`config.mk`:
```
export PLATFORM = sky130hd
export DESIGN_NAME = seg7_scan_decoder
export DESIGN_NICKNAME = d
export VERILOG_FILES = /design/src/rtl/seg7_pkg.sv /design/src/rtl/seg7_pattern_decode.sv /design/src/rtl/seg7_scan_decoder.sv
export SDC_FILE = /design/constraint.sdc
export NUM_CORES = 1
export LEC_CHECK = 0
export BUFFER_PORTS_ARGS = -buffer_cell sky130_fd_sc_hd__buf_2
export CORE_ASPECT_RATIO = 2
export CORE_MARGIN = 2
export CORE_UTILIZATION = 55
export DETAILED_ROUTE_END_ITERATION = 8
export GPL_ROUTABILITY_DRIVEN = 0
export HOLD_SLACK_MARGIN = 0.12
export PLACE_DENSITY = 0.76
export SLEW_MARGIN = 20
export SYNTH_ARGS = -nofsm -noshare
export SYNTH_HDL_FRONTEND = slang
export SYNTH_SLANG_ARGS = --single-unit
```
`constraint.sdc`:
```
create_clock -name clk -period 2.87 [get_ports clk]
set_input_delay 0.861 -clock clk [delete_from_list [all_inputs] [get_ports clk]]
set_output_delay 0.861 -clock clk [all_outputs]
set_load 0.005 [all_outputs]
```
`src/rtl/seg7_pkg.sv`:
```
// rtl/seg7_pkg.sv - shared constants, state type and helpers for the seven-segment readback decoder
package seg7_pkg;

    localparam int NUM_DIGITS = 4;

    // Segment patterns {a,b,c,d,e,f,g}, active-low (0 = lit)
    localparam logic [6:0] SEG7_0     = 7'b0000001;
    localparam logic [6:0] SEG7_1     = 7'b1001111;
    localparam logic [6:0] SEG7_2     = 7'b0010010;
    localparam logic [6:0] SEG7_3     = 7'b0000110;
    localparam logic [6:0] SEG7_4     = 7'b1001100;
    localparam logic [6:0] SEG7_5     = 7'b0100100;
    localparam logic [6:0] SEG7_6     = 7'b0100000;
    localparam logic [6:0] SEG7_7     = 7'b0001111;
    localparam logic [6:0] SEG7_8     = 7'b0000000;
    localparam logic [6:0] SEG7_9     = 7'b0000100;
    localparam logic [6:0] SEG7_A     = 7'b0001000;
    localparam logic [6:0] SEG7_B     = 7'b1100000;
    localparam logic [6:0] SEG7_C     = 7'b0110001;
    localparam logic [6:0] SEG7_D     = 7'b1000010;
    localparam logic [6:0] SEG7_E     = 7'b0110000;
    localparam logic [6:0] SEG7_F     = 7'b0111000;
    localparam logic [6:0] SEG7_BLANK = 7'b1111111;

    typedef enum logic [1:0] {
        IDLE,
        TRACK,
        CAPTURED
    } scan_state_t;

    function automatic logic one_hot_low(input logic [3:0] an);
        logic [3:0] sel;
        sel = ~an;
        return (sel != 4'b0000) && ((sel & (sel - 4'd1)) == 4'b0000);
    endfunction

endpackage

```
`src/rtl/seg7_pattern_decode.sv`:
```
// rtl/seg7_pattern_decode.sv - maps an active-low segment pattern back to its hex nibble
module seg7_pattern_decode
    import seg7_pkg::*;
(
    input  logic [6:0] seg,
    output logic       hit,
    output logic [3:0] nibble
);

    always_comb begin
        hit    = 1'b1;
        nibble = 4'h0;
        case (seg)
            SEG7_0:     nibble = 4'h0;
            SEG7_1:     nibble = 4'h1;
            SEG7_2:     nibble = 4'h2;
            SEG7_3:     nibble = 4'h3;
            SEG7_4:     nibble = 4'h4;
            SEG7_5:     nibble = 4'h5;
            SEG7_6:     nibble = 4'h6;
            SEG7_7:     nibble = 4'h7;
            SEG7_8:     nibble = 4'h8;
            SEG7_9:     nibble = 4'h9;
            SEG7_A:     nibble = 4'hA;
            SEG7_B:     nibble = 4'hB;
            SEG7_C:     nibble = 4'hC;
            SEG7_D:     nibble = 4'hD;
            SEG7_E:     nibble = 4'hE;
            SEG7_F:     nibble = 4'hF;
            SEG7_BLANK: hit    = 1'b0;
            default:    hit    = 1'b0;
        endcase
    end

endmodule

```
`src/rtl/seg7_scan_decoder.sv`:
```
// rtl/seg7_scan_decoder.sv - loopback monitor turning a scanned 4-digit display bus into a 16-bit value
// Optional decimal-point capture is enabled by defining SEG7_SCAN_DP_EN.
module seg7_scan_decoder
    import seg7_pkg::*;
#(
    parameter int STABLE_CYCLES = 16,
    parameter int CNT_W         = $clog2(STABLE_CYCLES + 1)
) (
    input  logic        clk,
    input  logic        reset_n,
    input  logic [6:0]  seg,
    input  logic [3:0]  an,
`ifdef SEG7_SCAN_DP_EN
    input  logic        dp,
    output logic [3:0]  dp_out,
`endif
    output logic [15:0] value,
    output logic [3:0]  err,
    output logic        frame_valid,
    output logic [3:0]  seen
);

`ifdef SEG7_SCAN_DP_EN
    localparam int SW = 12;
`else
    localparam int SW = 11;
`endif
    localparam logic [CNT_W-1:0] CNT_CAP = CNT_W'(STABLE_CYCLES - 1);
    localparam logic [CNT_W-1:0] CNT_MAX = CNT_W'(STABLE_CYCLES);

    logic [SW-1:0]    pins, sync1, sync2, prev;
    logic [CNT_W-1:0] cnt;
    logic [6:0]       sseg;
    logic [3:0]       san;
    logic             changed;
    logic             capture;
    logic             hit;
    logic [3:0]       nibble;
    logic [15:0]      dig_q;
    logic [3:0]       derr_q;
    logic [3:0]       sel;
    logic             frame_done;
    scan_state_t      state_q, state_d;

`ifdef SEG7_SCAN_DP_EN
    logic       sdp;
    logic [3:0] ddp_q;
    assign pins = {dp, an, seg};
    assign sdp  = sync2[11];
`else
    assign pins = {an, seg};
`endif

    assign sseg       = sync2[6:0];
    assign san        = sync2[10:7];
    assign sel        = ~san;
    assign changed    = (sync2 != prev);
    assign frame_done = (seen == 4'b1111);

    always_ff @(posedge clk or negedge reset_n) begin
        if (!reset_n) begin
            sync1   <= '0;
            sync2   <= '0;
            prev    <= '0;
            cnt     <= '0;
            state_q <= IDLE;
        end else begin
            sync1   <= pins;
            sync2   <= sync1;
            prev    <= sync2;
            state_q <= state_d;
            if (changed)
                cnt <= '0;
            else if (cnt != CNT_MAX)
                cnt <= cnt + 1'b1;
        end
    end

    always_comb begin
        state_d = state_q;
        capture = 1'b0;
        if (changed) begin
            state_d = one_hot_low(san) ? TRACK : IDLE;
        end else if (state_q == TRACK && cnt == CNT_CAP) begin
            capture = 1'b1;
            state_d = CAPTURED;
        end
    end

    seg7_pattern_decode u_decode (
        .seg    (sseg),
        .hit    (hit),
        .nibble (nibble)
    );

    // Publishing reads the pre-edge digit registers, so a capture on the same edge joins the next frame.
    always_ff @(posedge clk or negedge reset_n) begin
        if (!reset_n) begin
            dig_q       <= '0;
            derr_q      <= '0;
            seen        <= '0;
            value       <= '0;
            err         <= '0;
            frame_valid <= 1'b0;
`ifdef SEG7_SCAN_DP_EN
            ddp_q       <= '0;
            dp_out      <= '0;
`endif
        end else begin
            frame_valid <= frame_done;
            if (frame_done) begin
                value <= dig_q;
                err   <= derr_q;
`ifdef SEG7_SCAN_DP_EN
                dp_out <= ddp_q;
`endif
            end
            seen <= (frame_done ? 4'b0000 : seen) | (capture ? sel : 4'b0000);
            for (int i = 0; i < NUM_DIGITS; i++) begin
                if (capture && sel[i]) begin
                    dig_q[4*i +: 4] <= nibble;
                    derr_q[i]       <= ~hit;
`ifdef SEG7_SCAN_DP_EN
                    ddp_q[i]        <= ~sdp;
`endif
                end
            end
        end
    end

endmodule

```
==> summary.md <==
| Metric | Value |
|---|---|
| DRC errors left | 0 |
| CP Capture Type | flip-flop |
| Cell Rows | 40 |
| Routed WL per cell | 15.1 um |
| Slew at the pin closest to its max-slew limit | 0.887 ns |
| CTS tree | built |
| TritonCTS buffer count | 9 |
| Number of gates given a new drive strength after cts | 0 |
| Crit start category | flip-flop |
| Commonest cells after routing, fill and taps aside | dfrtp_1, nand2_1, buf_2 |
| Ports placed on the boundary | 38 |
| Area added between synthesis and finish | 16.7% |
| Power density cells | 620 nW/um2 |
| Count of port buffers added during placement | 37 |
| Count of buffers added by post-CTS timing repair for setup | 0 |
| Nets in the synthesized netlist | 307 |
| Largest stage delay, worst path | 0.70 ns |
| Worst path required time | 3.09 ns |
| Final Routed Wirelength | 6000 um |
| Highest achievable clock rate | 413 MHz |
| Max IR drop VDD | 0.000457 V |
| Setup tns final | 0 ns |
| Crit Path Class | flip-flop to flip-flop |
| DR vias | 2248 |
| Wire length of the first global-routing pass | 10300 um |
| Cell family with most CP delay | simple AND/OR/NAND/NOR gates |
| WP data arrival | 2.64 ns |
| Hold/Removal Path Class | flip-flop to flip-flop |
| Crit path buf inv count | 0 |
| Power after layout | 2470 uW |
| RSZ-0062 raised after global routing | false |
| Number of endpoints failing setup at the final stage | 0 |
| Final-report max-slew violation count | 0 |
| MaxCap Viol Count | 0 |
| Vias/cell | 5.65 |
| Register area share after synthesis | 0.622 |
| Depth of the CTS H-tree | 3 |
| Clock-pin slew on the worst setup and hold paths | 0.06 ns |
| Number of fillers in the final layout | 447 |
| Share of the clock period used by the worst path after layout | 0.845 |
| Synthesis warning total | 0 |
| ANT cells | 0 |
| Horiz. Die Dim | 59.8 um |
| Cell count after synthesis | 291 |
| Die Y | 116 um |
| Inst Count DP | 383 |
| Post-synthesis instance area | 3420 um2 |
| Largest net degree at the start of global routing | 56 |
| Hold Vio Cnt, Final | 0 |
| Max transition margin | 0.400 |
| Layout Cells excl Fill | 398 |
| Commonest non-fill, non-tap cell in the layout | dfrtp_1 |
| Number of sinks driven by the clock tree | 85 |
| Antenna violations before repair | 0 |
| Detail Placement HPWL | 4270 um |
| Series of cell instances along the critical path | xor2_1 > nor4_1 > nand3_1 > or4_1 > mux2_4 |
| Util after Layout | 0.665 |
| Period minus WS final | 2.42 ns |
| Final net count | 347 |
| Number of library cell types mapped by synthesis | 44 |
| Effective utilization at floorplan | 0.569 |
| Clock root cell | clkbuf_16 |
| Mapped Avg Cell Area | 11.8 um2 |
| Count of antenna-violating nets left after detailed routing | 0 |
| Via count of the first global-routing pass | 2223 |
| Largest clock skew in the final design | 0.00726 ns |
| Result of the run | completed |
| Worst-skew pair later-pin latency | 0.33 ns |
| Synthesized flop and latch total | 85 |
| Global route total overflow | 0 |
| Critical path peak fanout | 15 |
| Iteration-0 DRC count of the detailed router | 111 |
| Ratio of cells with drive above 1 in the final layout | 0.218 |
| CP max stage cell | or4_1 |
| Global routing usage summed across all routing layers | 0.203 |
| Die outline area | 6900 um2 |
| Pre-Repair DR Iteration Count | 4 |
| Maximum number of buffers from clock root to sink | 2 |
| Pleak | 0.00207 uW |
| Area inside the core boundary | 6010 um2 |
| Number of buffers inserted for hold repair after clock tree synthesis | 0 |
[worst register-to-register path, stage by stage (launching register included)]
cell and delay (ns):
dfrtp_1 0.53, xor2_1 0.23, nor4_1 0.29, nand3_1 0.20, or4_1 0.70, mux2_4 0.36
[layout make-up]
type | count | area, um2 | area share
multi-input cells | 185 | 1200 | 0.302
well taps | 63 | 78.8 | 0.0197
clock inverters | 3 | 45.0 | 0.0113
inverters | 5 | 18.8 | 0.00470
repair buffers | 45 | 260 | 0.0652
clock buffers | 12 | 256 | 0.0643
flip-flops and latches | 85 | 2130 | 0.533
[cell families after synthesis]
| logic type | Yosys count | synth area share |
|---|---|---|
| muxes | 22 | 0.0827 |
| DFF | 85 | 0.622 |
| adders and majority gates | 3 | 0.0110 |
| buffers and inverters | 21 | 0.0256 |
| and+or+nand+nor | 123 | 0.175 |
| xor gates and xnor gates | 16 | 0.0410 |
| AOI/OAI and AO/OA | 21 | 0.0424 |
[state kept, by name, indices dropped and copies added, names as in the netlist]
register     flops
cnt              5
derr_q           4
dig_q           16
err              4
frame_valid      1
prev            11
seen             4
state_q          2
sync1           11
sync2           11
value           16
[report_power, final]
group | switching [uW] | internal [uW] | leakage, uW | total (uW)
clock | 417 | 716 | 0.000141 | 1130
combinational | 59.9 | 38.1 | 0.000821 | 98.0
sequential | 18.4 | 1220 | 0.00111 | 1240
[final timing paths]
kind | end | slack (ns) | start | depth (start not counted)
min | sync2[7] | 0.34 | sync1[7] | 0
min reg2reg | sync2[7] | 0.34 | sync1[7] | 0
max | derr_q[2] | 0.45 | sync2[1] | 5
max in group asynchronous | cnt[1] | 1.69 | reset_n | 2
min in group asynchronous | value[1] | 0.56 | reset_n | 1
max reg2reg | derr_q[2] | 0.45 | sync2[1] | 5
[cells in the mapped netlist]
cell	n	area, um2
or2_1	1	6.26
a211o_1	1	8.76
clkbuf_1	13	48.8
nor4bb_1	3	30.0
o21ai_1	1	5.00
nand3_1	4	20.0
nor2_1	8	30.0
a2111oi_0	1	8.76
and3_1	2	12.5
mux2_4	10	150
xor2_1	13	114
mux2i_1	2	20.0
ha_1	3	37.5
xnor2_1	3	26.3
buf_4	2	15.0
o21ai_0	2	10.0
nand4b_1	1	8.76
a21oi_1	6	30.0
inv_1	3	11.3
or3_1	1	6.26
dfrtp_1	85	2130
nor4_1	2	12.5
buf_2	1	5.00
or3b_1	1	8.76
mux2_1	10	113
o211ai_1	2	15.0
or2_2	1	6.26
o21bai_1	1	7.51
o311ai_1	1	8.76
a41oi_1	1	8.76
and4b_1	1	10.0
nand2_1	73	274
nor3b_1	7	52.6
nand4_1	2	12.5
nor2b_1	4	25.0
a32oi_1	2	17.5
and2_1	1	6.26
nand2b_1	1	6.26
nor4b_1	3	26.3
inv_2	2	7.51
nor3_1	3	15.0
a22oi_1	2	15.0
or4_1	4	30.0
o21ba_2	1	10.0
[stage by stage]
| step | worst slack (ns) | hold slack [ns] | area [um2] |
|---|---|---|---|
| after detailed placement | 0.488 | 0.336 | 3690 |
| after floorplan | 0.699 | 0.331 | 3420 |
| after CTS | 0.429 | 0.349 | 3990 |
| after global placement | 0.565 | 0.331 | 3690 |
| final | 0.446 | 0.344 | 3990 |
| after global routing | 0.291 | 0.352 | 3990 |
[layer usage]
metal / vias to the layer above / GRT usage / wire (um)
li1: 1061 / - / -
met1: 1098 / 0.222 / 2220
met2: 69 / 0.334 / 3250
met3: 20 / 0.0625 / 249
met4: 0 / 0.124 / 278
met5: - / 0 / 0
Note: power is estimated with default switching activity, not from simulation.
